File: src/rtl/matrix_scan_ctrl.sv
// Scan sequencer for the 7x5 LED matrix pixel mux: steps the mux select, samples
// one pixel per position and swaps in a double-buffered frame at frame boundaries.
module matrix_scan_ctrl #(
    parameter int TICK_DIV = 4
) (
    input  logic        clk,
    input  logic        reset,
    input  logic        start,
    input  logic        stop,
    input  logic [34:0] frame_in,
    input  logic        frame_load,
    input  logic        mux_bit,
    output logic [34:0] frame_out,
    output logic [5:0]  mux_sel,
    output logic        pixel_out,
    output logic        pos_valid,
    output logic [2:0]  row_idx,
    output logic [4:0]  col_onehot,
    output logic        frame_done,
    output logic        busy
);

    typedef enum logic [1:0] {IDLE, SCAN, DRAIN} state_t;

    localparam logic [7:0] TERM_CNT = 8'(TICK_DIV - 1);
    localparam logic [5:0] LAST_POS = 6'd34;
    localparam logic [5:0] BLANK    = 6'd63;

    state_t      state_q, state_d;
    logic [34:0] frame_q, frame_d;
    logic [34:0] pending_q, pending_d;
    logic        pend_flag_q, pend_flag_d;
    logic [5:0]  sel_q, sel_d;
    logic [7:0]  presc_q, presc_d;
    logic        pixel_q, pixel_d;
    logic        pos_valid_q, pos_valid_d;
    logic [2:0]  row_q, row_d;
    logic [4:0]  col_q, col_d;
    logic        done_q, done_d;
    logic        do_swap;

    always_comb begin
        state_d     = state_q;
        frame_d     = frame_q;
        pending_d   = pending_q;
        pend_flag_d = pend_flag_q;
        sel_d       = sel_q;
        presc_d     = presc_q;
        pixel_d     = pixel_q;
        pos_valid_d = 1'b0;
        row_d       = row_q;
        col_d       = col_q;
        done_d      = 1'b0;
        do_swap     = 1'b0;

        case (state_q)
            IDLE: begin
                sel_d = BLANK;
                if (start) begin
                    do_swap = 1'b1;
                    sel_d   = 6'd0;
                    presc_d = 8'd0;
                    state_d = SCAN;
                end
            end
            SCAN, DRAIN: begin
                if (state_q == SCAN && stop) begin
                    state_d = DRAIN;
                end
                if (presc_q == TERM_CNT) begin
                    presc_d     = 8'd0;
                    pixel_d     = mux_bit;
                    pos_valid_d = 1'b1;
                    row_d       = 3'(sel_q % 6'd7);
                    col_d       = 5'(5'd1 << (sel_q / 6'd7));
                    if (sel_q == LAST_POS) begin
                        done_d  = 1'b1;
                        do_swap = 1'b1;
                        // A stop landing exactly on the last position ends the scan here.
                        if (state_q == DRAIN || stop) begin
                            sel_d   = BLANK;
                            state_d = IDLE;
                        end else begin
                            sel_d = 6'd0;
                        end
                    end else begin
                        sel_d = sel_q + 6'd1;
                    end
                end else begin
                    presc_d = presc_q + 8'd1;
                end
            end
            default: begin
                state_d = IDLE;
                sel_d   = BLANK;
            end
        endcase

        if (do_swap && pend_flag_q) begin
            frame_d     = pending_q;
            pend_flag_d = 1'b0;
        end
        // A load on a swap cycle stays pending for the following boundary.
        if (frame_load) begin
            pending_d   = frame_in;
            pend_flag_d = 1'b1;
        end
    end

    always_ff @(posedge clk or posedge reset) begin
        if (reset) begin
            state_q     <= IDLE;
            frame_q     <= '0;
            pending_q   <= '0;
            pend_flag_q <= 1'b0;
            sel_q       <= BLANK;
            presc_q     <= 8'd0;
            pixel_q     <= 1'b0;
            pos_valid_q <= 1'b0;
            row_q       <= 3'd0;
            col_q       <= 5'd0;
            done_q      <= 1'b0;
        end else begin
            state_q     <= state_d;
            frame_q     <= frame_d;
            pending_q   <= pending_d;
            pend_flag_q <= pend_flag_d;
            sel_q       <= sel_d;
            presc_q     <= presc_d;
            pixel_q     <= pixel_d;
            pos_valid_q <= pos_valid_d;
            row_q       <= row_d;
            col_q       <= col_d;
            done_q      <= done_d;
        end
    end

    assign frame_out  = frame_q;
    assign mux_sel    = sel_q;
    assign pixel_out  = pixel_q;
    assign pos_valid  = pos_valid_q;
    assign row_idx    = row_q;
    assign col_onehot = col_q;
    assign frame_done = done_q;
    assign busy       = (state_q != IDLE);

endmodule

File: config.mk
export PLATFORM = sky130hd
export DESIGN_NAME = matrix_scan_ctrl
export DESIGN_NICKNAME = d
export VERILOG_FILES = /design/src/rtl/matrix_scan_ctrl.sv
export SDC_FILE = /design/constraint.sdc
export NUM_CORES = 1
export LEC_CHECK = 0
export ABC_AREA = 1
export CAP_MARGIN = 15
export CORE_MARGIN = 8
export CORE_UTILIZATION = 30
export CTS_CLUSTER_DIAMETER = 120
export DETAILED_ROUTE_END_ITERATION = 7
export PLACE_DENSITY_LB_ADDON = 0.3
export SETUP_SLACK_MARGIN = 0.3
export SYNTH_ARGS = -nofsm -noshare
export SYNTH_HDL_FRONTEND = slang
export SYNTH_SLANG_ARGS = --single-unit
File: constraint.sdc
create_clock -name clk -period 4.4 [get_ports clk]
set_clock_uncertainty 0.1 [all_clocks]
set_input_delay 0.88 -clock clk [delete_from_list [all_inputs] [get_ports clk]]
set_output_delay 0.88 -clock clk [all_outputs]
set_load 0.05 [all_outputs]
* After elaboration in Yosys (flattened, before gate mapping) *
Index checks and enable logic that the tools add are counted.

word-level totals
  input port bits = 41
  flip-flop bits (word level) = 98
  output and inout bits = 53

cells by class
  reductions and logical operators = 10
  divide/modulo/power cells = 2
  shift operators = 1
  multiplexer cells = 23
  $add $sub $neg = 2
  equality and inequality tests = 6

operator list
  cell                                                  number
  2-to-1 mux 6 bit                                      4
  2-to-1 mux 8 bit                                      2
  one-hot mux 8 bit (2 select lines)                    1
  one-hot mux 6 bit (2 select lines)                    1
  2-to-1 mux 2 bit                                      5
  adder 8 x 1 -> 8 bit, second input constant           1
  == test 8 x 2 -> 1 bit, second input constant         1
  2-to-1 mux 1 bit                                      8
  adder 6 x 1 -> 6 bit, second input constant           1
  divider 6 x 3 -> 6 bit, second input constant         1
  == test 6 bit, second input constant                  1
  remainder unit 6 x 3 -> 6 bit, second input constant  1
  nonzero test 2 bit                                    3
  left shift 1 x 6 -> 5 bit, first input constant       1
  inequality test 2 bit, second input constant          2
  one-hot mux 2 bit (2 select lines)                    1
  AND reduction 2 bit                                   2
  == test 2 x 1 -> 1 bit, second input constant         1
  == test 2 bit, second input constant                  1
  logical AND 1 bit                                     2
  zero test 2 bit                                       1
  one-hot mux 1 bit (2 select lines)                    1
  OR reduction 2 bit                                    1
  logical OR 1 bit                                      1

* Logic depth before layout (Yosys ltp) *
  depth in word-level cells = 7
  gate-level depth with buffers = 19

* Least setup slack after synthesis *
OpenSTA, ideal clock, no wires.

  path type = flip-flop to flip-flop
  from = register sel_q[3], in the netlist mux_sel[3]
  to = register col_q[0], in the netlist col_onehot[0]
  path buffers = 1
  cell stages (with the launch flop) = 20
  period minus slack after synthesis = 2.687 ns
  arrival = 2.521 ns
  slack = 1.713 ns
  data required time = 4.234 ns
  setup time = 0.066 ns
  cell sequence = dfstp_2 > buf_4 > nand3_2 > nand2_1 > nand3_1 > nand2_1 > inv_1 > ha_1 > nand3_4 > nand3_2 > inv_1 > nand2_1 > nand2_1 > inv_1 > ha_1 > nand3_2 > nand2_2 > nor2_2 > nand2_1 > nand2_1

between the ends
  cells in the longest elaborated chain, start to end = 2

ends and longest elaborated chain
  what                       RTL line  text
  from (decl)                33        logic [5:0] sel_q, sel_d;
  from (signal assigned)     128       sel_q <= sel_d;
  divider 6 x 3 -> 6 bit     75        col_d = 5'(5'd1 << (sel_q / 6'd7));
  left shift 1 x 6 -> 5 bit  75
  to (signal assigned)       133       col_q <= col_d;
  to (decl)                  38        logic [4:0] col_q, col_d;

Every way passes these cells.
A chain may end at the register's enable or synchronous reset.

* Worst setup path in the final report *
  from = register state_q[0]
  to = output busy

between the ends
  cells in the longest elaborated chain, start to end = 1

ends and longest elaborated chain
  what                    RTL line  text
  from (decl)             29        state_t state_q, state_d;
  from (signal assigned)  124       state_q <= state_d;
  nonzero test 2 bit      145       assign busy = (state_q != IDLE);
  to (decl)               20        output logic busy

Every way passes these cells.

==> summary.md <==
| Metric | Value |
|---|---|
| Run status | `completed` |
| Gr usage total | `11.0%` |
| Top-area cell type share of the netlist area | `53.5%` |
| CTS Hold Buffers Added | `0` |
| Antenna violations before repair | `0` |
| CTS root buf | `clkbuf_16` |
| #FFs+latches synth | `98` |
| Xor and xnor area share after synthesis | `less than 1%` |
| Synth area leader | `dfrtp_1` |
| WP data required | `~3.4 ns` |
| CTS tree | `done` |
| Worst setup SP type | `register` |
| Sequential area share after synthesis | `57.2%` |
| Worst vdd ir | `0.364 mV` |
| Crit-path cells | `inv_1 > ha_1 > inv_1 > clkdlybuf4s50_1` |
| Clock tree buffer depth | `2` |
| Rows | `43` |
| Pre-antenna DRT Iters | `4` |
| Nets@finish | `about 630` |
| Mapped Area | `about 0.0043 sq mm` |
| Largest net degree at the start of global routing | `73` |
| CP arrival | `approximately 2.0 ns` |
| Die Y | `136 microns` |
| GP Congestion | `0.788` |
| Setup TNS | `0 ns` |
| Die area | `0.0184 sq mm` |
| Number of enable flip-flop cells after synthesis | `0` |
| Placed cell areas | `0.00539 sq mm` |
| Synthesis-to-finish area growth | `32.8%` |
| Crit-path max cell delay | `0.81 ns` |
| CP Class | `register to primary output` |
| DRC | `0` |
| Hold Crit Class | `register to register` |
| Period utilization | `67.1%` |
| Routed len/inst | `13.0 microns` |
| Synth Area in Compound Gates | `around an eighth` |
| Yosys synthesis warning count | `0` |
| Antenna Nets Post-Route | `0` |
| Fmax | `339 MHz` |
| Dpl hpwl | `just over 7000 microns` |
| Max-cap violation count | `0` |
| Number of inserted diodes | `0` |
| Cell area after layout | `0.00571 sq mm` |
| Via count | `3378` |
| Simple-gate share of the synthesized area | `19.6%` |
| H-tree levels | `3` |
| Clk_lat worst skew | `0.34 ns` |
| DIE WIDTH | `136 microns` |
| Final hold violation count | `0` |
| Postcts setup bufs | `0` |
| GRT overflow | `0` |
| Worst Max-Slew Pin Slew | `1.09 ns` |
| Layout cells sized above 1 | `7.03%` |
| Routed wire length | `roughly 9900 microns` |
| Crit. End Element | `primary output` |
| Mux cell area share after synthesis | `0%` |
| Final setup fails | `0` |
| Top cells by area, synth | `dfrtp_1 (54%), nand2_1 (12%), o21ai_0 (8.0%)` |
| Number of CTS-inserted buffers | `9` |
| Clock transition at path regs | `0.07 ns` |
| Post-synth ARST share | `100%` |
| Core area | `0.0139 sq mm` |
| Gate Count Post-Synth | `490` |
| Final hold slack | `0.379 ns` |
| Leak | `2.68 nW` |
| Vias in the first global route | `3330` |
| Syn nets | `541` |
| Syn Area/Cell | `8.78 sq um` |
| Most instantiated library cell after synthesis | `nand2_1` |
| Io pins | `94` |
| Port Buffers | `between 90 and 100` |
| Power Density | `about 800 mW/mm^2` |
| Tmin final | `2.95 ns` |
| Main combinational cell family by area after synthesis | `simple AND/OR/NAND/NOR gates` |
| CP dominant cell by count | `inv_1` |
| Initial DRC Count | `149` |
| Post-synth top cells | `nand2_1 (135), dfrtp_1 (92), o21ai_0 (69), inv_1 (64), nand3_1 (19)` |
| Crit-path max FO | `5` |
| Initial Utilization | `30.9%` |
| RSZ-0062 raised after global routing | `false` |
| Global-route wire length before repair | `16300 microns` |
| Vias per cell | `4.43` |
| Fin. max-slew vios | `0` |
| Num Clock Sinks | `98` |
| Post-Synth Adder-Cell Area | `under 10%` |
| CP max-delay cell | `clkdlybuf4s50_1` |
| Top FF cell, synth | `dfrtp_1` |
| Synth unique cells | `32` |
| # resized after CTS | `0` |
| Max-Slew Margin vs Limit | `27.7%` |
[layout make-up]
type / instances / area (sq um)
fillers: 1400 / 8220
flip-flops and latches: 98 / 2460
multi-input cells: 307 / 1510
repair buffers: 96 / 961
inverters: 66 / 250
clock buffers: 11 / 243
well taps: 180 / 225
clock inverters: 5 / 61.3
[layer usage]
metal  wire length, microns  up-vias  track usage [%]
met5                      0        -                0
met4                    188        0             5.37
met3                    847       12             4.64
met2                   4200       93             15.9
met1                   4650     1533             13.9
li1                       -     1740                -
[where the power goes]
part	internal, W	switching [W]
Sequential	0.00119	0.000210
Clock	0.000459	0.000335
Combinational	0.000759	0.00160
[flip-flops by register name, indices dropped and copies added (netlist names)]
signal and cells:
pixel_out 1, pend_flag_q 1, frame_done 1, mux_sel 6, pos_valid 1, row_idx 3, col_onehot 5, pending_q 35
presc_q 8, state_q 2, frame_out 35
[critical path, delay by kind of cell (launching register included)]
family	cells	cell delay (ns)
DFF	1	0.42
buffers and inverters	3	1.01
adders and majority gates	1	0.21
[through the flow]
step / power [W] / setup WS, ns / instances / util (%)
CTS: 0.00460 / 1.43 / 762 / 40.9
detailed placement: 0.00378 / 1.36 / 746 / 38.7
finish: 0.00455 / 1.45 / 763 / 41.0
global placement: 0.00373 / 1.42 / 746 / 38.7
global route: 0.00488 / 1.38 / 763 / 41.0
floorplan: 0.00306 / 0.868 / 490 / -
[cells in the final DEF, fill, tap and decap left out, types with 2 or more instances in the layout]
cell type | netlist | routed
a21oi_1 | 11 | 11
a22oi_1 | 6 | 6
buf_4 | 1 | 2
clkbuf_16 | 0 | 9
clkdlybuf4s50_1 | 0 | 92
clkinv_4 | 0 | 2
dfrtp_1 | 92 | 92
dfstp_2 | 6 | 6
ha_1 | 10 | 10
inv_1 | 64 | 63
nand2_1 | 135 | 134
nand2_2 | 3 | 4
nand3_1 | 19 | 19
nand3_2 | 3 | 3
nand4_1 | 5 | 5
nor2_1 | 13 | 13
nor2_2 | 3 | 3
nor3_1 | 9 | 9
o21ai_0 | 69 | 69
o21ai_1 | 10 | 10
[logic make-up after synthesis]
group	count (synthesis)
compound gates	101
xor+xnor	1
fa+ha+maj	10
buf+inv	85
flops	98
simple gates	195
[worst paths after layout]
| check | start | endpoint | slack [ns] | cells after the start |
|---|---|---|---|---|
| worst max-delay path | state_q[0] | busy | 1.45 | 4 |
| worst max register to register | mux_sel[3] | col_onehot[0] | 1.66 | 18 |
| max in group asynchronous | reset | mux_sel[4] | 2.44 | 3 |
| worst min-delay path | col_onehot[3] | col_onehot[3] | 0.38 | 2 |
| min in group asynchronous | reset | frame_out[8] | 0.96 | 2 |
| worst min register to register | col_onehot[3] | col_onehot[3] | 0.38 | 2 |
Note: power is estimated with default switching activity, not from simulation.
